## config.mk

```make
export PLATFORM = sky130hd
export DESIGN_NAME = uart_rx_oversampled
export DESIGN_NICKNAME = d
export VERILOG_FILES = /design/src/rtl/uart_rx_oversampled.sv
export SDC_FILE = /design/constraint.sdc
export NUM_CORES = 1
export LEC_CHECK = 0
export ABC_CLOCK_PERIOD_IN_PS = 2900
export CAP_MARGIN = 25
export CORE_ASPECT_RATIO = 1.25
export CORE_MARGIN = 2
export CORE_UTILIZATION = 58
export DETAILED_ROUTE_END_ITERATION = 8
export PLACE_DENSITY = 0.83
export SLEW_MARGIN = 20
export SYNTH_ARGS = -nofsm -noshare
export SYNTH_HDL_FRONTEND = slang
export SYNTH_SLANG_ARGS = --single-unit
```

## constraint.sdc

```tcl
create_clock -name clk -period 2.9 [get_ports clk]
set_input_delay 0.58 -clock clk [delete_from_list [all_inputs] [get_ports clk]]
set_output_delay 0.58 -clock clk [all_outputs]
set_load 0.03 [all_outputs]
```

## src/rtl/uart_rx_oversampled.sv

```systemverilog
// rtl/uart_rx_oversampled.sv - 16x oversampled UART receiver with start-glitch rejection
module uart_rx_oversampled #(
   parameter int DBIT    = 8,
   parameter int SB_TICK = 16
) (
   input  logic            clk,
   input  logic            reset_n,
   input  logic            rx,
   input  logic            s_tick,
   output logic            rx_done_tick,
   output logic [DBIT-1:0] dout,
   output logic            frame_err
);
   localparam int SW = (SB_TICK > 16) ? 5 : 4;
   localparam int NW = $clog2(DBIT);

   typedef enum logic [1:0] {IDLE, START, DATA, STOP} state_t;

   state_t          state_q, state_d;
   logic [1:0]      sync_q, sync_d;
   logic [SW-1:0]   s_q, s_d;
   logic [NW-1:0]   n_q, n_d;
   logic [DBIT-1:0] b_q, b_d;
   logic [DBIT-1:0] dout_q, dout_d;
   logic            done_q, done_d;
   logic            ferr_q, ferr_d;
   logic            rx_s;
   logic            stop_hit;

   assign rx_s     = sync_q[1];
   assign stop_hit = (state_q == STOP) && s_tick && (s_q == SW'(SB_TICK - 1));

   always_ff @(posedge clk or negedge reset_n) begin
      if (!reset_n) begin
         state_q <= IDLE;
         sync_q  <= 2'b11;
         s_q     <= '0;
         n_q     <= '0;
         b_q     <= '0;
         dout_q  <= '0;
         done_q  <= 1'b0;
         ferr_q  <= 1'b0;
      end else begin
         state_q <= state_d;
         sync_q  <= sync_d;
         s_q     <= s_d;
         n_q     <= n_d;
         b_q     <= b_d;
         dout_q  <= dout_d;
         done_q  <= done_d;
         ferr_q  <= ferr_d;
      end
   end

   // Start detection is the only transition that ignores s_tick.
   always_comb begin
      state_d = state_q;
      sync_d  = {sync_q[0], rx};
      s_d     = s_q;
      n_d     = n_q;
      b_d     = b_q;
      case (state_q)
         IDLE: begin
            if (!rx_s) begin
               state_d = START;
               s_d     = '0;
            end
         end
         START: begin
            if (s_tick) begin
               if (s_q == SW'(7)) begin
                  if (!rx_s) begin
                     state_d = DATA;
                     s_d     = '0;
                     n_d     = '0;
                  end else begin
                     state_d = IDLE;
                  end
               end else begin
                  s_d = s_q + SW'(1);
               end
            end
         end
         DATA: begin
            if (s_tick) begin
               if (s_q == SW'(15)) begin
                  s_d = '0;
                  b_d = {rx_s, b_q[DBIT-1:1]};
                  if (n_q == NW'(DBIT - 1)) state_d = STOP;
                  else                      n_d = n_q + NW'(1);
               end else begin
                  s_d = s_q + SW'(1);
               end
            end
         end
         STOP: begin
            if (s_tick) begin
               if (stop_hit) state_d = IDLE;
               else          s_d = s_q + SW'(1);
            end
         end
         default: state_d = IDLE;
      endcase
   end

   always_comb begin
      done_d = stop_hit;
      dout_d = dout_q;
      ferr_d = ferr_q;
      if (stop_hit) begin
         dout_d = b_q;
         ferr_d = ~rx_s;
      end
   end

   assign rx_done_tick = done_q;
   assign dout         = dout_q;
   assign frame_err    = ferr_q;
endmodule

```

==> summary.txt, run 1 <==
Detailed routing
  – Vias per inst: about 5.5
  – Antenna-violating nets left: 0
  – Routed wire per std cell: roughly 14 microns
  – DRC: 0
  – Final WL: approximately 2000 microns
  – DRT Pass-1 Iters: 4
  – Routed via count: ~790
  – Initial DRC Count: 7

Worst setup path
  – Critical Path Fanout Max: 9
  – Worst R2R End: b_q[6]
  – CP required: between 3 and 4 ns
  – Cells on worst reg2reg path: 4
  – R2R setup slack: slightly above 1 ns
  – Critical R2R Launch: s_q[0]
  – Critical Path AT: around 2.2 ns
  – CP startpoint kind: input pin
  – Slowest stage cell, crit path: clkdlybuf4s50_1
  – Critical path cell sequence: clkdlybuf4s50_1 -> nand4_4 -> nor3b_4 -> mux2_2
  – Setup Crit Path Kind: input pin to register
  – Crit. End Element: register
  – Delay of the slowest critical-path stage: ~0.60 ns

Clocking
  – Hold buffer count at CTS: 0
  – Clk sinks: 29
  – Clk_lat worst skew: approximately 0.32 ns
  – Clock Path Buffers: 2
  – Root Driver: clkbuf_4
  – Clk slew on worst S/H paths: 0.08 ns
  – CTS tree: built
  – Total CTS buffers: 5
  – # Post-CTS Setup Buffers: 0
  – Post-CTS sizing: 0
  – CTS H-tree lvls: 2

Worst hold path
  – Hold_sp: sync_q[0]
  – Hold EP: sync_q[1]
  – HP Class: register to register
  – Hold path cells: 0

Timing
  – TNS Setup: 0 ns
  – Final Hold Viols: 0
  – Worst-margin pin slew: between 0.5 and 0.6 ns
  – Crit share post-route: between 60% and 70%
  – Fin Hold WS: roughly 0.36 ns
  – Fin crit period: 2.02 ns
  – Worst Clk Skew: between 0.01 and 0.015 ns
  – Relative slew slack: roughly two thirds
  – RSZ-0062 raised after global routing: no
  – Final setup viols: 0
  – Fmax: between 400 and 500 MHz
  – Fin. max-slew vios: 0

Synth
  – Top-area cell type share of the netlist area: around 52%
  – Area contributors post-synth: dfrtp_1 (52%), mux2_2 (17%), dfstp_2 (4.1%)
  – #FFs+latches synth: 29
  – Seq/Total Area, Yosys: ~56%
  – Ys Warns: 0
  – Synth async-reset ratio: between 90% and 100%
  – Mapped Area: 1290 sq um
  – Post-synth cell types: 28
  – Synth Net Count: slightly above 100
  – EDFF count, synth: 0
  – Top post-synthesis cells by count: dfrtp_1 (27), mux2_2 (20), nand2_1 (4)
  – Most common cell in the netlist: dfrtp_1
  – Syn_area_per_cell: ~14 sq um
  – Top cell type by total area after synthesis: dfrtp_1
  – Primary FF master, synth: dfrtp_1
  – Syn Inst Count: 94

Floorplan
  – Row count: 19
  – Starting Density: between 50% and 60%
  – Die height: about 57 microns
  – Die W: 46.2 microns
  – IO Count: 14
  – Core area: ~2200 sq um
  – Die area: 2620 sq um

Global routing
  – First-pass GRT wire length: 3440 microns
  – Gr usage total: between 10% and 20%
  – Largest net degree at the start of global routing: 30
  – Total congestion overflow: 0
  – Vias in the first global route: roughly 800
  – Antenna violations before repair: 0

Finish
  – # diodes: 0
  – Final Util: 71.0%
  – Filler cell count: 140
  – Layout cells sized above 1: approximately a third
  – Syn-to-layout area delta: 19.1%
  – Post-layout nets: between 100 and 150

Placement
  – Detail Placement HPWL: ~1400 microns
  – PortBufs: 13
  – RePlAce Congestion: about 0.77

Pwr
  – Static leakage: ~0.72 nW
  – Gate power share: a little over a fifth
  – Register share of total power: 48.8%
  – Sw frac: between 20% and 30%
  – Sw power: ~0.00033 W
  – Maximum VDD drop: between 0.4 and 0.5 mV
  – PwrDens: around 720 nW/um^2
  – Power Internal: between 0.0007 and 0.0008 W
  – Clk pwr share: 30.4%

Run
  – Number of max-cap violations: 0

Outcome
  – Status: completed
## worst max path at each step
stage / from / endpoint / slack, ns / depth (start not counted)
after floorplan: s_q[0] / b_q[0] / 1.24 / 4
after global placement: s_tick / b_q[4] / 0.58 / 4
after detailed placement: s_tick / b_q[6] / 0.53 / 4
after CTS: s_tick / b_q[6] / 0.88 / 4
after global routing: s_tick / b_q[3] / 0.79 / 4
final: s_tick / b_q[6] / 0.88 / 4
## layer usage
metal	global-route usage [%]	vias up	wire length, microns
li1	-	383	-
met1	25.2	395	920
met2	25.8	10	935
met3	8.04	5	72
met4	11.0	0	44
met5	0	-	0
## power groups by stage
stage	clock network [W]	registers, W	logic [W]
after floorplan	0	0.000494	0.000238
after global placement	0	0.000545	0.000225
after detailed placement	0	0.000550	0.000231
after CTS	0.000346	0.000541	0.000232
after global routing	0.000363	0.000553	0.000258
final	0.000338	0.000542	0.000231
## flip-flops by register name, indices dropped and copies added, names as in the netlist, named ones only
name and count:
n_q 3, rx_done_tick 1, frame_err 1, dout 8, s_q 4, sync_q 2
b_q 8, state_q 1
## layout by cell type, fill, tap and decap left out, types with 3 or more instances in the layout
master           Yosys  routed
nand2_1              4       4
inv_1                3       3
clkdlybuf4s50_1      0      13
a22o_1               3       3
ha_1                 3       3
dfrtp_1             27      27
nor2_1               3       3
o22ai_1              3       3
clkbuf_4             0       5
mux2_2              20      20
## cell families after synthesis
| family | count (synthesis) | synth area share [%] |
|---|---|---|
| DFF | 29 | 56.5 |
| muxes | 20 | 17.5 |
| and+or+nand+nor | 19 | 11.0 |
| AOI/OAI and AO/OA | 17 | 10.2 |
| buffers and inverters | 6 | 2.04 |
| adders and majority gates | 3 | 2.91 |
## through the flow
| stage | power, W | cell area (sq um) | setup WS, ns | cells |
|---|---|---|---|---|
| detailed placement | 0.000781 | 1450 | 0.525 | 136 |
| finish | 0.00111 | 1540 | 0.884 | 144 |
| global route | 0.00117 | 1540 | 0.792 | 144 |
| floorplan | 0.000733 | 1290 | 1.24 | 94 |
| CTS | 0.00112 | 1540 | 0.876 | 144 |
| global placement | 0.000771 | 1450 | 0.577 | 136 |
## critical path, delay by kind of cell
family,cells,cell delay (ns)
simple gates,2,0.63
buf+inv,1,0.60
mux,1,0.39
## final cells by class
| class | instances | area [sq um] | share of cell area [%] |
|---|---|---|---|
| clock inverter | 1 | 30.0 | 1.95 |
| inverter | 3 | 11.3 | 0.733 |
| multi-input combinational | 59 | 536 | 34.9 |
| clock buffer | 7 | 55.1 | 3.58 |
| tap | 31 | 38.8 | 2.52 |
| sequential | 29 | 728 | 47.4 |
| timing repair buffer | 14 | 138 | 8.96 |
(Power assumes the default switching activity.)
==> run 2: changes to the inputs <==
- ABC_CLOCK_PERIOD_IN_PS: 2900 -> 1800
- CORE_UTILIZATION: 58 -> 49
- PLACE_DENSITY: 0.83 -> 0.75
- clock period: 2.9 -> 1.8 ns (I/O delays scaled with it)
==> summary.txt, run 2 (same netlist as run 1, synthesis figures left out) <==
Placement
  – Detail Placement HPWL: 1480 microns (+9.5%)
  – RePlAce Congestion: 0.851 (+10%)
  – PortBufs: 13 (unchanged)

Worst setup path
  – Slowest stage cell, crit path: clkdlybuf4s50_1
  – Critical path cell sequence: clkdlybuf4s50_1
  – CP required: 1.44 ns (-1.66 ns)
  – Critical Path Fanout Max: 2 (-7)
  – Largest delay share family, worst path: buffers and inverters
  – Delay of the slowest critical-path stage: 0.68 ns (+0.08 ns)
  – CP startpoint kind: register
  – Crit. End Element: output pin
  – Setup Crit Path Kind: register to output pin
  – Buffers & Inverters on Critical Path: 1 (unchanged)
  – Critical Path AT: 1.35 ns (-0.87 ns)

Clocking
  – Hold buffer count at CTS: 0 (unchanged)
  – Clk sinks: 29 (unchanged)
  – Clk_lat worst skew: 0.32 ns (about the same)
  – CTS tree: built
  – Clk slew on worst S/H paths: 0.08 ns (about the same)
  – Root Driver: clkbuf_4
  – CTS H-tree lvls: 2 (unchanged)
  – Clock Path Buffers: 2 (unchanged)
  – Total CTS buffers: 5 (unchanged)

Pwr
  – Pwr Total: 0.00167 W (+51%)
  – Static leakage: 0.744 nW (+3.2%)
  – Maximum VDD drop: 0.891 mV (+90%)
  – PwrDens: 1050 nW/um^2 (+46%)

Floorplan
  – Die W: 49.9 microns (+8.0%)
  – Row count: 20 (+1)
  – Core area: 2480 sq um (+15%)
  – IO Count: 14 (unchanged)
  – Starting Density: 52.1% (-7.6 points)
  – Die area: 3060 sq um (+17%)
  – Die height: 61.4 microns (+8.2%)

Finish
  – Filler cell count: 176 (+26%)
  – Syn-to-layout area delta: 23.2%
  – Post-layout nets: 126 (+5.9%)
  – # diodes: 0 (unchanged)
  – Most common cell after layout, fill and taps aside: dfrtp_1
  – Layout cells sized above 1: 37.8% (+4.2 points)
  – Commonest cells after routing, fill and taps aside: dfrtp_1 (27), mux2_2 (20), clkdlybuf4s50_1 (13)

Detailed routing
  – Antenna-violating nets left: 0 (unchanged)
  – Initial DRC Count: 8 (+1)
  – Met3 WL post-DR: 102 microns (+42%)
  – DRC: 0 (unchanged)
  – Routed wire per std cell: 13.9 microns (+1.6%)
  – Top Metal Used: met4
  – Vias per inst: 5.33 (-3.2%)
  – M1 WL: 969 microns (+5.3%)
  – DRT Pass-1 Iters: 4 (unchanged)
  – Routed via count: 810 (+2.1%)
  – Final WL: 2120 microns (+7.2%)
  – DR WL met2: 998 microns (+6.7%)

Timing
  – Fin crit period: 1.71 ns
  – TNS Setup: 0 ns (unchanged)
  – Fmax: roughly 580 MHz
  – Relative slew slack: 75.7% (+9.9 points)
  – Worst Clk Skew: 0.00437 ns (-0.00599 ns)
  – Worst-margin pin slew: 0.363 ns (-0.149 ns)
  – RSZ-0062 raised after global routing: no
  – Final setup viols: 0 (unchanged)
  – Fin. max-slew vios: 0 (unchanged)
  – Final Hold Viols: 0 (unchanged)
  – Crit share post-route: between 90% and 100%

Worst hold path
  – HP Class: register to register

Global routing
  – First-pass GRT wire length: 3530 microns (+2.6%)
  – Vias in the first global route: 796 (+2.3%)
  – Antenna violations before repair: 0 (unchanged)
  – Gr usage total: 16.2% (-2.9 points)
  – Largest net degree at the start of global routing: 30 (unchanged)
  – Total congestion overflow: 0 (unchanged)

Outcome
  – Status: completed

Run
  – Number of max-cap violations: 0 (unchanged)
[run 2: final timing paths]
path                       depth (start not counted)  slack, ns         to      start
hold / removal                                     0       0.36  sync_q[1]  sync_q[0]
hold reg to reg                                    0       0.36  sync_q[1]  sync_q[0]
setup / recovery                                   1       0.09    dout[3]    dout[3]
min in group asynchronous                          2       0.41    dout[2]    reset_n
max in group asynchronous                          2       1.08  sync_q[0]    reset_n
setup reg to reg                                   5       0.16     b_q[5]     s_q[0]
[run 2: power breakdown]
group	internal (W)	total, W	leakage, nW	switching (W)
clock	0.000184	0.000388	0.0314	0.000204
combinational	0.000237	0.000417	0.327	0.000180
sequential	0.000727	0.000867	0.386	0.000140
total	0.00115	0.00167	0.744	0.000524
[run 2: repair_timing]
action,in CTS,in global routing
gates resized for setup,0,1
buffers inserted,0,0
endpoints found under the setup margin,0,1
[run 2: layout make-up]
type	instances	area, sq um	area share (%)
flip-flops and latches	29	728	45.8
multi-input cells	59	538	33.9
repair buffers	21	215	13.5
clock buffers	7	55.1	3.46
well taps	33	41.3	2.60
inverters	3	11.3	0.709
[run 2: layer usage]
layer | global-route usage, % | vias to the layer above
li1 | - | 394
met1 | 19.0 | 393
met2 | 26.7 | 16
met3 | 6.07 | 7
met4 | 8.33 | 0
met5 | 0 | -
[run 2: through the flow]
stage / cells / hold WS, ns / setup slack, ns / util (%) / instance area (sq um)
after floorplan: 94 / 0.0644 / 0.139 / - / 1290
after global placement: 145 / 0.347 / -0.0412 / 61.8 / 1530
after detailed placement: 145 / 0.355 / -0.0552 / 61.8 / 1530
after CTS: 152 / 0.367 / 0.0663 / 64.0 / 1590
after global routing: 152 / 0.370 / 0.0219 / 64.1 / 1590
final: 152 / 0.362 / 0.0873 / 64.1 / 1590
==> run 3: changes to the inputs <==
- SKIP_CTS_REPAIR_TIMING: default -> 1
==> results of run 3 <==
No change in the layout: final DEF, timing and power equal those of run 2.
